$ cat src/rtl/tail_light_pkg.sv
// tail_light_pkg: shared lamp-mode type and sequence-phase constants for the tail-light scheduler
package tail_light_pkg;
  typedef enum logic [1:0] {MODE_OFF, MODE_LEFT, MODE_RIGHT, MODE_HAZARD} mode_e;
  localparam int PHASE_W = 2;
  localparam logic [PHASE_W-1:0] PHASE_LAST = 2'd3;
endpackage

$ cat src/rtl/tail_light_debounce.sv
// tail_light_debounce: 2-flop synchroniser plus debouncer; ports clk, rst_n (async active-low), i_raw (raw switch), o_level (accepted level)
module tail_light_debounce #(
  parameter int DEBOUNCE = 3
) (
  input  logic clk,
  input  logic rst_n,
  input  logic i_raw,
  output logic o_level
);
  localparam int CW = $clog2(DEBOUNCE + 1);
  localparam logic [CW-1:0] LIM = CW'(DEBOUNCE);
  logic r_s0, r_s1, r_acc;
  logic [CW-1:0] r_cnt;
  logic [CW-1:0] w_cnt_inc;
  assign w_cnt_inc = r_cnt + CW'(1);
  assign o_level = r_acc;
  always_ff @(posedge clk or negedge rst_n)
    if (!rst_n) begin
      r_s0  <= 1'b0;
      r_s1  <= 1'b0;
      r_acc <= 1'b0;
      r_cnt <= '0;
    end else begin
      r_s0 <= i_raw;
      r_s1 <= r_s0;
      if (r_s1 == r_acc) r_cnt <= '0;
      else if (w_cnt_inc == LIM) begin
        r_acc <= r_s1;
        r_cnt <= '0;
      end else r_cnt <= w_cnt_inc;
    end
endmodule

$ cat src/rtl/tail_light_mode_sched.sv
// tail_light_mode_sched: conditions lamp switches, arbitrates the lamp mode and steps a 4-phase sequence on a prescaled tick.
// Ports: clk, rst_n (async active-low), brake/turn_left/turn_right/hazard (raw switches),
//        mode (00 OFF, 01 LEFT, 10 RIGHT, 11 HAZARD), phase (0..3), step_tick, brake_active, busy.
// Build option HAZARD_EN: hazard input and left+right both map to HAZARD; otherwise hazard is ignored.
module tail_light_mode_sched
  import tail_light_pkg::*;
#(
  parameter int TICK_DIV = 5,
  parameter int DEBOUNCE = 3
) (
  input  logic       clk,
  input  logic       rst_n,
  input  logic       brake,
  input  logic       turn_left,
  input  logic       turn_right,
  input  logic       hazard,
  output logic [1:0] mode,
  output logic [1:0] phase,
  output logic       step_tick,
  output logic       brake_active,
  output logic       busy
);
  localparam int PW = $clog2(TICK_DIV);
  localparam logic [PW-1:0] TLAST = PW'(TICK_DIV - 1);
  logic w_brk, w_left, w_right;
  logic [PW-1:0] r_pre;
  logic r_tick, r_busy;
  mode_e r_mode, w_mode_nxt, w_req;
  logic [PHASE_W-1:0] r_phase, w_phase_nxt;
  tail_light_debounce #(.DEBOUNCE(DEBOUNCE)) u_db_brake (.clk(clk), .rst_n(rst_n), .i_raw(brake), .o_level(w_brk));
  tail_light_debounce #(.DEBOUNCE(DEBOUNCE)) u_db_left  (.clk(clk), .rst_n(rst_n), .i_raw(turn_left), .o_level(w_left));
  tail_light_debounce #(.DEBOUNCE(DEBOUNCE)) u_db_right (.clk(clk), .rst_n(rst_n), .i_raw(turn_right), .o_level(w_right));
`ifdef HAZARD_EN
  logic w_haz;
  tail_light_debounce #(.DEBOUNCE(DEBOUNCE)) u_db_haz (.clk(clk), .rst_n(rst_n), .i_raw(hazard), .o_level(w_haz));
  always_comb
    w_req = (w_haz || (w_left && w_right)) ? MODE_HAZARD :
            w_left ? MODE_LEFT : w_right ? MODE_RIGHT : MODE_OFF;
`else
  logic w_unused_hazard;
  assign w_unused_hazard = hazard;
  always_comb
    w_req = (w_left && !w_right) ? MODE_LEFT :
            (w_right && !w_left) ? MODE_RIGHT : MODE_OFF;
`endif
  always_ff @(posedge clk or negedge rst_n)
    if (!rst_n) begin
      r_pre  <= '0;
      r_tick <= 1'b0;
    end else begin
      r_pre  <= (r_pre == TLAST) ? '0 : r_pre + PW'(1);
      r_tick <= (r_pre == TLAST);
    end
  // A new mode is only loaded from OFF or at the end of a sweep, so patterns are never cut short.
  always_comb begin
    w_mode_nxt  = r_mode;
    w_phase_nxt = r_phase;
    if (r_tick) begin
      w_mode_nxt  = (r_mode == MODE_OFF || r_phase == PHASE_LAST) ? w_req : r_mode;
      w_phase_nxt = (r_mode == MODE_OFF || r_phase == PHASE_LAST) ? '0 : r_phase + 2'd1;
    end
  end
  always_ff @(posedge clk or negedge rst_n)
    if (!rst_n) begin
      r_mode  <= MODE_OFF;
      r_phase <= '0;
      r_busy  <= 1'b0;
    end else begin
      r_mode  <= w_mode_nxt;
      r_phase <= w_phase_nxt;
      r_busy  <= (w_mode_nxt != MODE_OFF);
    end
  assign mode         = r_mode;
  assign phase        = r_phase;
  assign step_tick    = r_tick;
  assign brake_active = w_brk;
  assign busy         = r_busy;
endmodule

$ cat config.mk
export PLATFORM = sky130hd
export DESIGN_NAME = tail_light_mode_sched
export DESIGN_NICKNAME = d
export VERILOG_FILES = /design/src/rtl/tail_light_pkg.sv /design/src/rtl/tail_light_debounce.sv /design/src/rtl/tail_light_mode_sched.sv
export SDC_FILE = /design/constraint.sdc
export NUM_CORES = 1
export LEC_CHECK = 0
export ABC_AREA = 1
export CORE_MARGIN = 2
export CORE_UTILIZATION = 42
export CTS_CLUSTER_DIAMETER = 80
export CTS_CLUSTER_SIZE = 16
export DETAILED_ROUTE_END_ITERATION = 6
export GPL_TIMING_DRIVEN = 0
export MAX_ROUTING_LAYER = met4
export PLACE_DENSITY = 0.64
export SYNTH_ARGS = -nofsm -noshare
export SYNTH_HDL_FRONTEND = slang
export SYNTH_SLANG_ARGS = --single-unit
$ cat constraint.sdc
create_clock -name clk -period 1.4 [get_ports clk]
set_input_delay 0.28 -clock clk [delete_from_list [all_inputs] [get_ports clk]]
set_output_delay 0.28 -clock clk [all_outputs]
set_load 0.1 [all_outputs]
== Word-level counts from Yosys, hierarchy flattened ==
Index checks and enable logic that the tools add are counted.

* Flip-flop bits (word level): 24
* Input bits: 6
* Output and inout bits: 7

* Add/subtract/negate cells: 5
* Equality and inequality tests: 8
* Mux-type cells: 12
* Bitwise operators: 3
* Reductions and logical operators: 10

{| class="wikitable"
|+ Operators by type and width
! cell !! count
|-
| 2-bit two-way mux || 11
|-
| 2-bit by 1-bit adder with 2-bit output (second input constant) || 4
|-
| 2-bit == test (second input constant) || 4
|-
| 2-bit AND reduction || 3
|-
| 3-bit by 1-bit adder with 3-bit output (second input constant) || 1
|-
| 1-bit == test || 3
|-
| 3-bit == test (second input constant) || 1
|-
| 3-bit two-way mux || 1
|-
| 1-bit inverter || 3
|-
| 1-bit logical AND || 2
|-
| 1-bit logical NOT || 2
|-
| 2-bit logical NOT || 1
|-
| 2-bit nonzero test || 1
|-
| 1-bit logical OR || 1
|}

== Depth between registers and ports, before layout ==
* Depth in word-level cells: 7
* Mapped depth: 7

== By module ==
Synthesis repeated with hierarchy kept, for this count alone.

* Cells, all modules: 108
* Area total of the unflattened synthesis: 968.4 µm²

{| class="wikitable"
|+ Modules (own cells, without submodules)
! module !! instances !! cells each !! area an instance (µm²) !! seq. area each (µm²)
|-
| tail_light_debounce || 3 || 21 || 186.4 || 125.1
|-
| tail_light_mode_sched || 1 || 45 || 409.1 || 225.2
|}

== Worst setup path after synthesis ==
OpenSTA, ideal clock, no wires.

* Path kind: reg-to-reg
* Start point: reg r_phase[1], in the netlist phase[1]
* End point: reg r_phase[1], in the netlist phase[1]
* Setup time: 0.169 ns
* Arrival: 1.540 ns
* Data required time: 1.231 ns
* Slack: -0.309 ns
* Cell stages (with the launch flop): 7
* Buffers on the path: 0
* Clock period less this slack: 1.709 ns
* Path through: dfrtp_1 -> ha_1 -> inv_1 -> o21ai_2 -> inv_1 -> nand3_1 -> o21ai_0

* Word-level cells in the longest chain between the ends: 3
* Elaborated cells on any way between the ends: 4
* Those cells by class: add/sub (1); eq/ne (1); mux (1); reduce/logical (1)

{| class="wikitable"
|+ Ends and longest elaborated chain
! element !! line !! text
|-
| start: declaration || tail_light_mode_sched.sv:29 || <nowiki>logic [PHASE_W-1:0] r_phase, w_phase_nxt;</nowiki>
|-
| start signal: assignment || tail_light_mode_sched.sv:70 || <nowiki>r_phase <= w_phase_nxt;</nowiki>
|-
| parallel branches: the longest is 2 deep, another holds 2-bit by 1-bit adder with 2-bit output || n/a ||
|-
| 2-bit two-way mux (*) || tail_light_mode_sched.sv:60 || <nowiki>w_phase_nxt = (r_mode == MODE_OFF || r_phase == PHASE_LAST) ? '0 : r_phase + 2'd1;</nowiki>
|}

Mark *: on every way between the ends.
A chain may end at the register's enable or synchronous reset.

== Worst setup path after layout ==
* Start point: reg r_tick, in the netlist step_tick
* End point: out step_tick

{| class="wikitable"
|+ RTL lines
! element !! line !! text
|-
| start: declaration || tail_light_mode_sched.sv:27 || <nowiki>logic r_tick, r_busy;</nowiki>
|-
| start signal: assignment || tail_light_mode_sched.sv:52 || <nowiki>r_tick <= (r_pre == TLAST);</nowiki>
|-
| end: declaration || tail_light_mode_sched.sv:19 || <nowiki>output logic step_tick,</nowiki>
|}

No word-level cell between the ends.

==> results.yml <==
floorplanning:
  die_x_um: 50.3
  ios: 13
  fp.coreArea_um2: 1980
  row_count: 16
  dieHeight_um: 50.3
  die-area_um2: 2530
  start_util: 0.453
global_route:
  grt-ovfl-total: 0
  grt_pass1_wl_um: 2190
  grt_pass1_vias: 539
  grt_max_degree: 25
  grtUsageTotal: 0.123
  antenna_found_initial: 0
timing:
  relSlewSlack: 0.324
  tightest_slew_ps: 1010
  hold_violations: 0
  period_minus_slack_ps: 1340
  setup_violations: 0
  drv_slew: 0
  min_period_over_period: 0.961
  finalClockSkew_ps: 3.32
  clock.fmax_ghz: 0.744
  rsz0062_at_grt: "no"
placed_design:
  placed_cell_area_um2: 1050
  numPortBuffers: 11
  dpl.hpwl_um: 901
  gp_congestion: 0.716
final_layout:
  area_growth_pct: 19.1
  design_area_um2: 1070
  diodes: 0
  drive_above_1_share: 0.182
  fill_cells: 177
  final_nets: 109
worst_setup_path:
  reg2reg_slack_ps: 300
  crit_cells: 1
  r2r_cells: 7
  critical_path_class: "reg2out"
  startpoint: "step_tick"
  critPathMaxStageDelay_ps: 450
  cp-start-kind: "register"
  critPathMaxFanout: 8
  worstSetupEndpointType: "primary output"
  worstPathCellList: "buf_4"
  cp.buffers_inverters: 1
  rr_startpoint: "phase[0]"
  crit_end: "step_tick"
  slowest_stage: "dfrtp_2"
  r2r_end: "busy"
  path_delay_family: "flip-flops"
  worstPathArrival_ps: 1060
  crit_required_ps: 1120
route:
  totalWireLength_um: 1190
  num_vias: 560
  drc: 0
  antenna_left: 0
  viasPerCell: 4.44
  drt-initial-drc-count: 1
  first_pass_iters: 2
  wl_per_cell_um: 9.44
synthesis:
  ys_types: 11
  synth_top_family_by_area: "simple AND/OR/NAND/NOR gates"
  synth_adder_area_share: 0.0418
  yosys_register_bits: 24
  syn_nets: 93
  yosys.area_share.simple: 0.130
  synth_area_leaders: "dfrtp_1 67%, inv_1 8.4%, nand2_1 5.8%"
  synth_top_flop_cell: "dfrtp_1"
  synth_compound_area_frac: 0.0376
  yosysMostFrequentCell: "dfrtp_1"
  synth_edf_count: 0
  netlist.area_leader.share: 0.669
  synth_xor_area_frac: 0.0390
  yosysWarningCount: 0
  syn_avg_cell_area_um2: 10.7
  synthCells: 84
  synthMuxAreaShare: 0
  synth_commonest_cells: "24 x dfrtp_1, 20 x inv_1, 14 x nand2_1"
  synth_top_cell_by_area: "dfrtp_1"
  netlist_area_um2: 898
  ys_seq_area_frac: 0.669
  synthArstFlopShare: 1.00
clock_tree:
  cts_tree: "done"
  insertion_delay_ps: 300
  htree_num_levels: 1
  hold_buffers: 0
  root_buffer: "clkbuf_4"
  clk_pin_slew_ps: 120
  cts.sinks: 24
  cts_buffer_depth: 2
  numCtsBuffers: 3
run:
  drv_cap: 0
outcome:
  status: "finished, final reports clean"
hold_path:
  min_path_type: "in2async"
[stage by stage]
step | std cells | worst slack [ps] | setup TNS (ps) | hold WS [ps] | util
2_1_floorplan | 84 | 27.0 | 0 | -15.6 | -
3_3_place_gp | 122 | -437 | -6900 | 334 | 0.529
3_5_place_dp | 122 | -447 | -6810 | 336 | 0.529
4_1_cts | 126 | 35.7 | 0 | 365 | 0.537
5_1_grt | 126 | 11.8 | 0 | 224 | 0.540
6_report | 126 | 55.2 | 0 | 126 | 0.540
[timing repair]
action,in CTS,in global routing
setup buffers,0,0
endpoints found under the hold margin,0,0
cloned,0,0
setup endpoints to repair,7,6
pin swaps,0,0
resized for setup,41,2
[worst min path at each step]
stage	to	cells past startpoint	slack, ps
6_report	u_db_right.r_cnt[0]	1	130
5_1_grt	u_db_right.r_cnt[0]	1	220
4_1_cts	u_db_left.r_s1	0	360
3_5_place_dp	u_db_left.r_s1	0	340
3_3_place_gp	u_db_left.r_s1	0	330
2_1_floorplan	busy	0	-20
[cells by family after synthesis]
| kind of cell | Yosys count |
|---|---|
| XOR/XNOR | 4 |
| buffers and inverters | 20 |
| flip-flops | 24 |
| AND/OR/NAND/NOR | 27 |
| AO/OA/AOI/OAI | 6 |
| adder cells (fa/ha/maj) | 3 |
[layer usage]
metal | global-route usage | up-vias | wire, um
li1 | - | 282 | -
met1 | 0.136 | 265 | 521
met2 | 0.191 | 9 | 579
met3 | 0.0387 | 4 | 48
met4 | 0.0833 | 0 | 41
met5 | - | - | 0
[flip-flops by register name, summed over array words and instances (netlist names), 2 cells and up]
signal	flops
u_db_brake.r_cnt	2
phase	2
r_pre	3
u_db_left.r_cnt	2
u_db_right.r_cnt	2
mode	2
[cells in the final DEF, fill, tap and decap left out, drive strengths merged]
cell and instances:
ha 3, nand3 4, nor3 6, o21ai 6, nand2 15, xnor2 4, clkdlybuf4s50 3, nor2 2
inv 20, dfrtp 24, dlymetal6s2s 1, clkbuf 5, buf 6
[worst register-to-register path: stages, from the launching register on]
cell	delay (ps)
dfrtp_2	430
ha_1	200
inv_1	70
o21ai_2	80
nand2_2	60
nand2_1	50
nand2_1	70
nand2_1	50
[cell type report]
cell class                 count  area (um2)  share of cell area
clock buffer                   4        36.3              0.0339
inverter                      20        75.1              0.0702
tap                           27        33.8              0.0316
sequential                    24         607               0.567
timing repair buffer          11        95.1              0.0889
multi-input combinational     40         223               0.208
Power is not shown: default switching activity piles up to over one toggle a cycle in this logic, so the estimate is an artifact.
